--- src/rtl/hazard_scoreboard.sv ---
// Per-register Tnew countdown scoreboard for the D-stage hazard/stall decision,
// plus a busy counter for the multi-cycle mult/div unit.
module hazard_scoreboard #(
    parameter int REG_AW = 5,
    parameter int CNT_W  = 2,
    parameter int NSRC   = 2,
    parameter int MD_LAT = 5,
    parameter int MD_CW  = 3
) (
    input  logic                     clk,
    input  logic                     rst_n,
    input  logic                     d_valid,
    input  logic [NSRC-1:0]          d_src_valid,
    input  logic [NSRC*REG_AW-1:0]   d_src_addr,
    input  logic [NSRC*CNT_W-1:0]    d_src_tuse,
    input  logic                     d_dst_we,
    input  logic [REG_AW-1:0]        d_dst_addr,
    input  logic [CNT_W-1:0]         d_tnew,
    input  logic                     d_md_start,
    input  logic                     d_md_use,
    input  logic                     flush,
    output logic                     stall,
    output logic                     stall_md,
    output logic                     md_busy,
    output logic [2**REG_AW-1:0]     pend_vec
);

    localparam int NREG = 2**REG_AW;

    logic [NREG-1:0][CNT_W-1:0] cnt;
    logic [MD_CW-1:0]           md_cnt;
    logic [NSRC-1:0]            src_hit;
    logic                       issue;

    for (genvar i = 0; i < NSRC; i++) begin : g_src
        logic [REG_AW-1:0] addr;
        logic [CNT_W-1:0]  tuse;
        assign addr       = d_src_addr[i*REG_AW +: REG_AW];
        assign tuse       = d_src_tuse[i*CNT_W +: CNT_W];
        // Hazard only when the pending result lands later than this source needs it.
        assign src_hit[i] = d_valid & d_src_valid[i] & (addr != '0) & (cnt[addr] > tuse);
    end

    assign stall_md = d_valid & d_md_use & (md_cnt != '0);
    assign stall    = (|src_hit) | stall_md;
    assign issue    = d_valid & ~stall & ~flush;
    assign md_busy  = (md_cnt != '0);

    always_comb begin
        pend_vec = '0;
        for (int unsigned r = 0; r < NREG; r++) begin
            pend_vec[r] = (cnt[r] != '0);
        end
    end

    // Register 0 is never loaded, so its counter stays at zero from reset.
    always_ff @(posedge clk or negedge rst_n) begin
        if (!rst_n) begin
            cnt <= '0;
        end else begin
            for (int unsigned r = 0; r < NREG; r++) begin
                if (flush) begin
                    cnt[r] <= '0;
                end else if (issue && d_dst_we && (d_dst_addr == REG_AW'(r)) && (r != 0)) begin
                    cnt[r] <= d_tnew;
                end else if (cnt[r] != '0) begin
                    cnt[r] <= cnt[r] - CNT_W'(1);
                end
            end
        end
    end

    // The mult/div unit runs to completion, so flush leaves this counter alone.
    always_ff @(posedge clk or negedge rst_n) begin
        if (!rst_n) begin
            md_cnt <= '0;
        end else if (issue && d_md_start) begin
            md_cnt <= MD_CW'(MD_LAT);
        end else if (md_cnt != '0) begin
            md_cnt <= md_cnt - MD_CW'(1);
        end
    end

endmodule

--- config.mk ---
export PLATFORM = sky130hd
export DESIGN_NAME = hazard_scoreboard
export DESIGN_NICKNAME = d
export VERILOG_FILES = /design/src/rtl/hazard_scoreboard.sv
export SDC_FILE = /design/constraint.sdc
export NUM_CORES = 1
export LEC_CHECK = 0
export BUFFER_PORTS_ARGS = -buffer_cell sky130_fd_sc_hd__buf_2
export CORE_UTILIZATION = 54
export CTS_CLUSTER_DIAMETER = 100
export CTS_CLUSTER_SIZE = 28
export DETAILED_ROUTE_END_ITERATION = 16
export PLACE_DENSITY = 0.77
export SETUP_SLACK_MARGIN = 0.2
export SYNTH_ARGS = -nofsm -noshare
export SYNTH_HDL_FRONTEND = slang
export SYNTH_SLANG_ARGS = --single-unit
--- constraint.sdc ---
create_clock -name clk -period 3.3 [get_ports clk]
set_input_delay 0.495 -clock clk [delete_from_list [all_inputs] [get_ports clk]]
set_output_delay 0.495 -clock clk [all_outputs]
set_load 0.05 [all_outputs]
# After elaboration in Yosys (flattened, before gate mapping)

Index checks and enable logic that the tools add are counted.

$add $sub $neg: 33
Magnitude comparators: 4
Equality and inequality tests: 31
Muxes and demuxes: 101
Bitwise logic cells: 13
Reductions and logical operators: 102

Operator list:

| cell                                                       | count |
|---|---|
| 2-to-1 mux 2 bit                                           | 97 |
| nonzero test 3 bit                                         | 32 |
| == test 5 bit, second input constant                       | 16 |
| nonzero test 2 bit                                         | 34 |
| subtractor 2 x 1 -> 2 bit, second input constant           | 32 |
| == test 5 x 4 -> 1 bit, second input constant              | 8 |
| logical AND 1 bit                                          | 33 |
| binary-select mux 2 bit (select 5 bit)                     | 2 |
| == test 5 x 3 -> 1 bit, second input constant              | 4 |
| less-than comparator 5 x 6 -> 1 bit, second input constant | 2 |
| bitwise AND 1 bit                                          | 10 |
| == test 5 x 2 -> 1 bit, second input constant              | 2 |
| nonzero test 5 bit                                         | 2 |
| 2-to-1 mux 3 bit                                           | 2 |
| == test 5 x 1 -> 1 bit, second input constant              | 1 |
| greater-than comparator 2 bit                              | 2 |
| subtractor 3 x 1 -> 3 bit, second input constant           | 1 |
| inverter 1 bit                                             | 2 |
| OR reduction 2 bit                                         | 1 |
| OR 1 bit                                                   | 1 |

Register bits after elaboration: 67
Bits of input ports: 30
Output and inout bits: 35
Logic and storage cells: 317

# Depth between registers and ports, before layout

Gate-level depths: netlist of the first run.

Depth after elaboration: 13
Gate-level depth with buffers: 14

# Worst setup path after synthesis of the first run

Ideal clock, no wire load.

Path kind: input port to output port
From: input d_src_addr[6]
To: output stall
Arrival time: 3,326 ps
Required time: 2,805 ps
Setup slack: -521 ps
Stages on the path: 13
Path buffers: 4
Cell sequence: buf_2 buf_2 buf_2 mux2i_1 a22oi_1 a31oi_1 o211ai_1 ha_1 nor2b_1 o2111ai_1 o22a_1 clkbuf_1 nand2_1

Word-level cells in the longest chain between the ends: 6
Elaborated cells on any way between the ends: 8

RTL lines:

| what                                   | RTL line | text |
|---|---|---|
| from (decl)                            | 14       | `input logic [NSRC*REG_AW-1:0] d_src_addr,` |
| binary-select mux 2 bit (select 5 bit) | 41       | `assign src_hit[i] = d_valid & d_src_valid[i] & (addr != '0) & (cnt[addr] > tuse);` |
| 2-to-1 mux 2 bit (implied by the code) | 41       |  |
| greater-than comparator 2 bit          | 41       |  |
| bitwise AND 1 bit *                    | 41       |  |
| OR reduction 2 bit *                   | 45       | `assign stall = (\|src_hit) \| stall_md;` |
| OR 1 bit *                             | 45       |  |
| to (decl)                              | 22       | `output logic stall,` |

Mark *: on every way between the ends. The rest lies on a longest branch, timed or not. The select of a mux whose other input is x is not followed.

# Final worst setup path of the first run

From: register cnt[45] (netlist name)
To: output stall

Word-level cells in the longest chain between the ends: 6
Elaborated cells on any way between the ends: 10

RTL lines:

| what                                   | RTL line | text |
|---|---|---|
| from (decl)                            | 30       | `logic [NREG-1:0][CNT_W-1:0] cnt;` |
| from (signal, indexed assignment)      | 65       | `cnt[r] <= d_tnew;` |
| from (signal, indexed assignment)      | 67       | `cnt[r] <= cnt[r] - CNT_W'(1);` |
| binary-select mux 2 bit (select 5 bit) | 41       |  |
| 2-to-1 mux 2 bit (implied by the code) | 41       |  |
| greater-than comparator 2 bit          | 41       |  |
| bitwise AND 1 bit                      | 41       |  |
| OR reduction 2 bit *                   | 45       |  |
| OR 1 bit *                             | 45       |  |

Marks and branches as above.

==> results.toml, run 1 <==
[floorplan]
core_um2 = 10300
rows = 37
die_y_um = 105
pin_count = 65
dieWidth_um = 105
die_area_um2 = 11100
initial_core_util_pct = 55.9

[global_route]
grt_max_degree = 38
grt_pass1_wl_um = 25500
grt_busiest_layer = "met2"
met2_usage_pct = 52.2
grtUsageMet3_pct = 4.08
gr-usage-met1_pct = 36.3
antenna_found_initial = 0
grt_pass1_vias = 5139
gr-usage-all-layers_pct = 29.7
grt_overflow = 0

[logic_synthesis]
syn_inst = 681
synth_warnings = 0
synth-simple-area-share_pct = 16.2
synthesis.nets = 749
synth_mux_area_share_pct = 21.0
yosysTopAreaCell = "dfrtp_1"
synth_top_family_by_area = "multiplexers"
yosys-top-cells-count = "inv_1, nor2_1, dfrtp_1"
synth_ff_type = "dfrtp_1"
synth_edf_count = 0
synthesis.area_um2 = 5770
synthTopCellsByArea = "dfrtp_1, mux2i_1, mux2_2"
yosysSeqAreaShare_pct = 29.0
ys_types = 47
synth-adder-area-share_pct = 8.24
synth_top_area_share_pct = 29.0
avgSynthCellArea_um2 = 8.48
synthArstFlopShare_pct = 100
ys_seq_elements = 67
synth-compound-area-share_pct = 11.2
synth.most_common_cell = "inv_1"
synthXorXnorAreaFrac_pct = 5.01

[power]
power.density_nw_per_um2 = 761
p_leak_nw = 3.55
peakVddDrop_mv = 0.449
total_power_mw = 5.42

[clocking]
cts_max_level = 3
cts.sink_count = 67
holdBufCountCts = 0
tritoncts = "yes"
path_clk_slew_ps = 70
clk_latency_ps = 360
root_buffer = "clkbuf_8"
clk_path_buf_depth = 2
cts_buffers = 9

[setup_path]
cp_slowest_cell = "dfrtp_2"
path_cells = "mux2i_1 -> a22oi_1 -> and4b_1 -> a31oi_1 -> o211ai_1 -> ha_1 -> buf_4 -> nand2_1 -> o2111ai_4 -> o22a_4 -> nand2_8 -> buf_8"
crit_path_end_kind = "output port"
max_stage_delay_ps = 460
crit_path_start_kind = "flop"
worstPathRequired_ps = 2800
crit_type = "reg2out"
arrival_ps = 2710
crit_path_max_fanout = 4

[sta]
setup_slack_ps = 91.6
finalSetupTns_ps = 0
min_period_over_period_pct = 97.2
fin_crit_ps = 3210
worst_clock_skew_ps = 10.2
worst_slew_pin_slew_ps = 1080
hold_viol_final = 0
fmax_mhz = 312
maxSlewHeadroom_pct = 28.2
rsz0062_at_grt = "yes"
drv_slew = 0
finalSetupViolations = 0

[route]
vias = 5331
wl_per_cell_um = 18.3
viasPerCell = 5.91
drc_errors = 2
wl_um = 16500
ant_nets = 0
first_iter_violations = 486
drtPass1Iterations = 10

[hold_path]
min_path_type = "in2async"

[final_layout]
diodes = 0
final_area_um2 = 7110
nNetsFinal = 831
flow.area_growth_from_synthesis_pct = 23.2
final_layout_size_suffix_gt1_share_pct = 29.2

[run_status]
violations = "design-rule violations"
outcome = "complete, but fails checks"

[place]
numPortBuffers = 64
dpl.hpwl_um = 12100
gp_congestion = 0.989
placedInstanceArea_um2 = 6510
dp_worst_setup_slack_ps = -239

[job]
cap_viol_max_count = 0
## stage by stage
stage / hold WS [ps] / util (%) / instances
6_report: 20.1 / 68.9 / 902
5_1_grt: 52.0 / 68.9 / 902
4_1_cts: 28.5 / 65.9 / 901
3_5_place_dp: 410 / 63.0 / 882
3_3_place_gp: 410 / 63.0 / 882
2_1_floorplan: 199 / - / 681
## layout make-up
type / instances / area, um2
Multi-Input combinational cell: 477 / 3950
Fill cell: 802 / 3210
Sequential cell: 67 / 1680
Timing Repair Buffer: 107 / 717
Inverter: 101 / 379
Tap cell: 136 / 170
Clock buffer: 12 / 155
Clock inverter: 2 / 60.1
## cells by family (layout without fill, tap and decap cells)
kind of cell	after synthesis	in the layout
muxes	114	114
DFF	67	67
adders and majority gates	38	38
AOI/OAI and AO/OA	96	96
xor gates and xnor gates	33	33
and+or+nand+nor	196	196
buffers and inverters	137	222
## routing by layer
| layer | vias to the layer above | part of all wire [%] |
|---|---|---|
| li1 | 2466 | - |
| met1 | 2602 | 41 |
| met2 | 215 | 50 |
| met3 | 48 | 6.1 |
| met4 | 0 | 3.3 |
| met5 | - | 0 |
## cell usage in the layout, fill, tap and decap left out, types with 28 or more instances in the layout
cell type	instances
xor2_1	32
ha_1	38
a21oi_1	36
mux2i_1	60
buf_2	61
dfrtp_1	66
mux2_2	36
a22oi_1	28
inv_1	100
nor2_1	97
buf_4	35
## flip-flops by register name (all words and copies together), names as in the netlist
| register | count |
|---|---|
| cnt | 64 |
| md_cnt | 3 |
## final timing paths
check                           depth (start not counted)        end  slack [ps]        from
worst min-delay path                                    1    cnt[46]          20       rst_n
worst min register to register                          2  md_cnt[2]         520   md_cnt[2]
worst max-delay path                                   12      stall          90     cnt[45]
min in group clk                                        3  md_cnt[0]         440  d_md_start
worst max register to register                         13    cnt[10]         150     cnt[37]
max in group asynchronous                               2    cnt[45]        2510       rst_n
## critical path, delay by kind of cell, from the launching register on
kind	cells	cell delay [ps]
and+or+nand+nor	3	380
DFF	1	460
muxes	1	150
AOI/OAI and AO/OA	5	770
adders and majority gates	1	300
buffers and inverters	2	270
## report_power, final
group,internal [mW],switching (mW)
registers,1.08,0.321
clock network,0.459,0.316
logic,1.24,2.00
total,2.78,2.63
## what timing repair did
item | 4_1_cts | 5_1_grt
endpoints found under the hold margin | 0 | 0
pin swaps | 2 | 20
endpoints found under the setup margin | 17 | 55
buffers inserted | 5 | 1
gates resized for setup | 15 | 60
(Power assumes the default switching activity.)
==> inputs of run 2 (changes only) <==
--- a/config.mk
+++ b/config.mk
@@ -6,6 +6,7 @@
 export NUM_CORES = 1
 export LEC_CHECK = 0
 export BUFFER_PORTS_ARGS = -buffer_cell sky130_fd_sc_hd__buf_2
+export CORE_MARGIN = 2
 export CORE_UTILIZATION = 54
 export CTS_CLUSTER_DIAMETER = 100
 export CTS_CLUSTER_SIZE = 28
==> results.toml, run 2 (same netlist as run 1, synthesis figures left out) <==
[sta]
worst_clock_skew_ps = 8.30
fmax_mhz = 309
fin_crit_ps = 3240
hold_viol_final = 0
drv_slew = 0
rsz0062_at_grt = "yes"
finalSetupViolations = 0
setup_slack_ps = 60.9
worst_slew_pin_slew_ps = 1040
maxSlewHeadroom_pct = 30.6
min_period_over_period_pct = 98.2

[setup_path]
reg2regPathDepth = 13
crit_path_max_fanout = 15
crit_path_start_kind = "input port"
crit_path_end_kind = "output port"
r2r_slack_ps = 200
crit_type = "in2out"
arrival_ps = 2740
worstReg2RegStart = "cnt[37]"
worstPathRequired_ps = 2800
r2r-end = "cnt[39]"

[power]
p_leak_nw = 3.60
internal_power_mw = 2.71
p_sw_mw = 2.69
p_sw_share_pct = 49.8
pwr-share-clk_pct = 11.9
p_comb_share_pct = 62.0
total_power_mw = 5.40
peakVddDrop_mv = 0.594
power.density_nw_per_um2 = 753
p_seq_share_pct = 26.1

[route]
drc_errors = 0
viasPerCell = 5.94
wl_um = 17300
drtPass1Iterations = 5
ant_nets = 0
vias = 5386
first_iter_violations = 583
wl_per_cell_um = 19.1

[floorplan]
initial_core_util_pct = 55.7
rows = 37
dieWidth_um = 107
pin_count = 65
die_area_um2 = 11500
die_y_um = 107
core_um2 = 10400

[place]
dp_worst_setup_slack_ps = -137
numPortBuffers = 64
dpl.hpwl_um = 12000
gp_congestion = 0.968

[job]
cap_viol_max_count = 0

[final_layout]
regMostFlops = "cnt"
final_layout_size_suffix_gt1_share_pct = 29.6
diodes = 0
final_cell_mix = "inv_1, nor2_1, dfrtp_1"
nNetsFinal = 834
reg.largest.list = "cnt: 64 flops, md_cnt: 3 flops"
final_common_cell = "inv_1"
flow.area_growth_from_synthesis_pct = 24.2
largest_register_ffs = 64

[clocking]
tritoncts = "yes"
holdBufCountCts = 0
path_clk_slew_ps = 70
root_buffer = "clkbuf_8"
clk_latency_ps = 360
cts.sink_count = 67
cts_max_level = 3
cts_buffers = 9
clk_path_buf_depth = 2

[global_route]
grt_max_degree = 68
antenna_found_initial = 0
grt_pass1_vias = 5428
gr-usage-all-layers_pct = 28.8
grt_overflow = 0
grt_pass1_wl_um = 25900

[hold_path]
min_path_type = "in2async"

[run_status]
outcome = "finished clean"
==> run 2: changes by cell type in the layout (fill, tap and decap cells not counted), moves of 3 or more <==
cell / before / now
mux2_4: 17 / 27
mux2_2: 36 / 26
nor2b_1: 4 / 7
nor2b_2: 4 / 1
nor3_2: 0 / 3
==> run 2: stage by stage <==
step / cell area (um2) / hold WS [ps] / setup TNS (ps) / cells / util [%]
5_1_grt: 7170 / 428 / -31.0 / 906 / 69.1
3_5_place_dp: 6510 / 511 / -2940 / 879 / 62.8
2_1_floorplan: 5960 / 199 / 0 / 681 / -
6_report: 7170 / 342 / 0 / 906 / 69.1
3_3_place_gp: 6510 / 494 / -844 / 879 / 62.8
4_1_cts: 6750 / 377 / 0 / 898 / 65.1
==> run 2: final cells by class <==
type / instances / area, um2
Inverter: 101 / 379
Fill cell: 799 / 3200
Timing Repair Buffer: 110 / 785
Tap cell: 136 / 170
Multi-Input combinational cell: 477 / 3980
Clock inverter: 2 / 10.0
Clock buffer: 13 / 169
Sequential cell: 67 / 1680
==> run 2: repair_timing <==
item                                    4_1_cts  5_1_grt
gates cloned                                  0        2
setup buffers                                 4        6
endpoints found under the setup margin        3       35
pin swaps                                     1       26
resized for setup                            10       66
==> run 2: worst max-delay path by stage <==
stage	from	endpoint	slack (ps)	depth (start not counted)
floorplan	d_src_addr[1]	stall	180	13
global placement	d_src_addr[1]	cnt[60]	-60	14
detailed placement	d_src_addr[1]	cnt[27]	-140	13
CTS	cnt[45]	stall	130	11
global route	cnt[37]	stall	-30	11
finish	d_src_addr[6]	stall	60	13
==> run 2: power by group through the flow <==
stage	sequential, mW	clock (mW)	combinational (mW)
floorplan	1.30	0	2.47
detailed placement	1.41	0	3.07
finish	1.41	0.643	3.35
CTS	1.39	0.643	3.13
global route	1.43	0.683	3.66
global placement	1.39	0	2.91
==> run 2: worst max-delay path: stages <==
cell	delay, ps
buf_4	160
buf_12	160
buf_4	150
mux2i_1	120
a22oi_1	220
nand2_1	120
o211a_1	220
ha_1	290
nand2_1	80
o2111ai_2	170
o22a_2	330
nand2_8	80
buf_8	140
==> run 2: per-layer routing <==
metal	global-route usage [%]	vias to the layer above	wire, um
met2	49.0	247	8310
met5	0	-	0
met3	4.72	69	1220
li1	-	2483	-
met1	35.7	2587	7010
met4	13.2	0	790
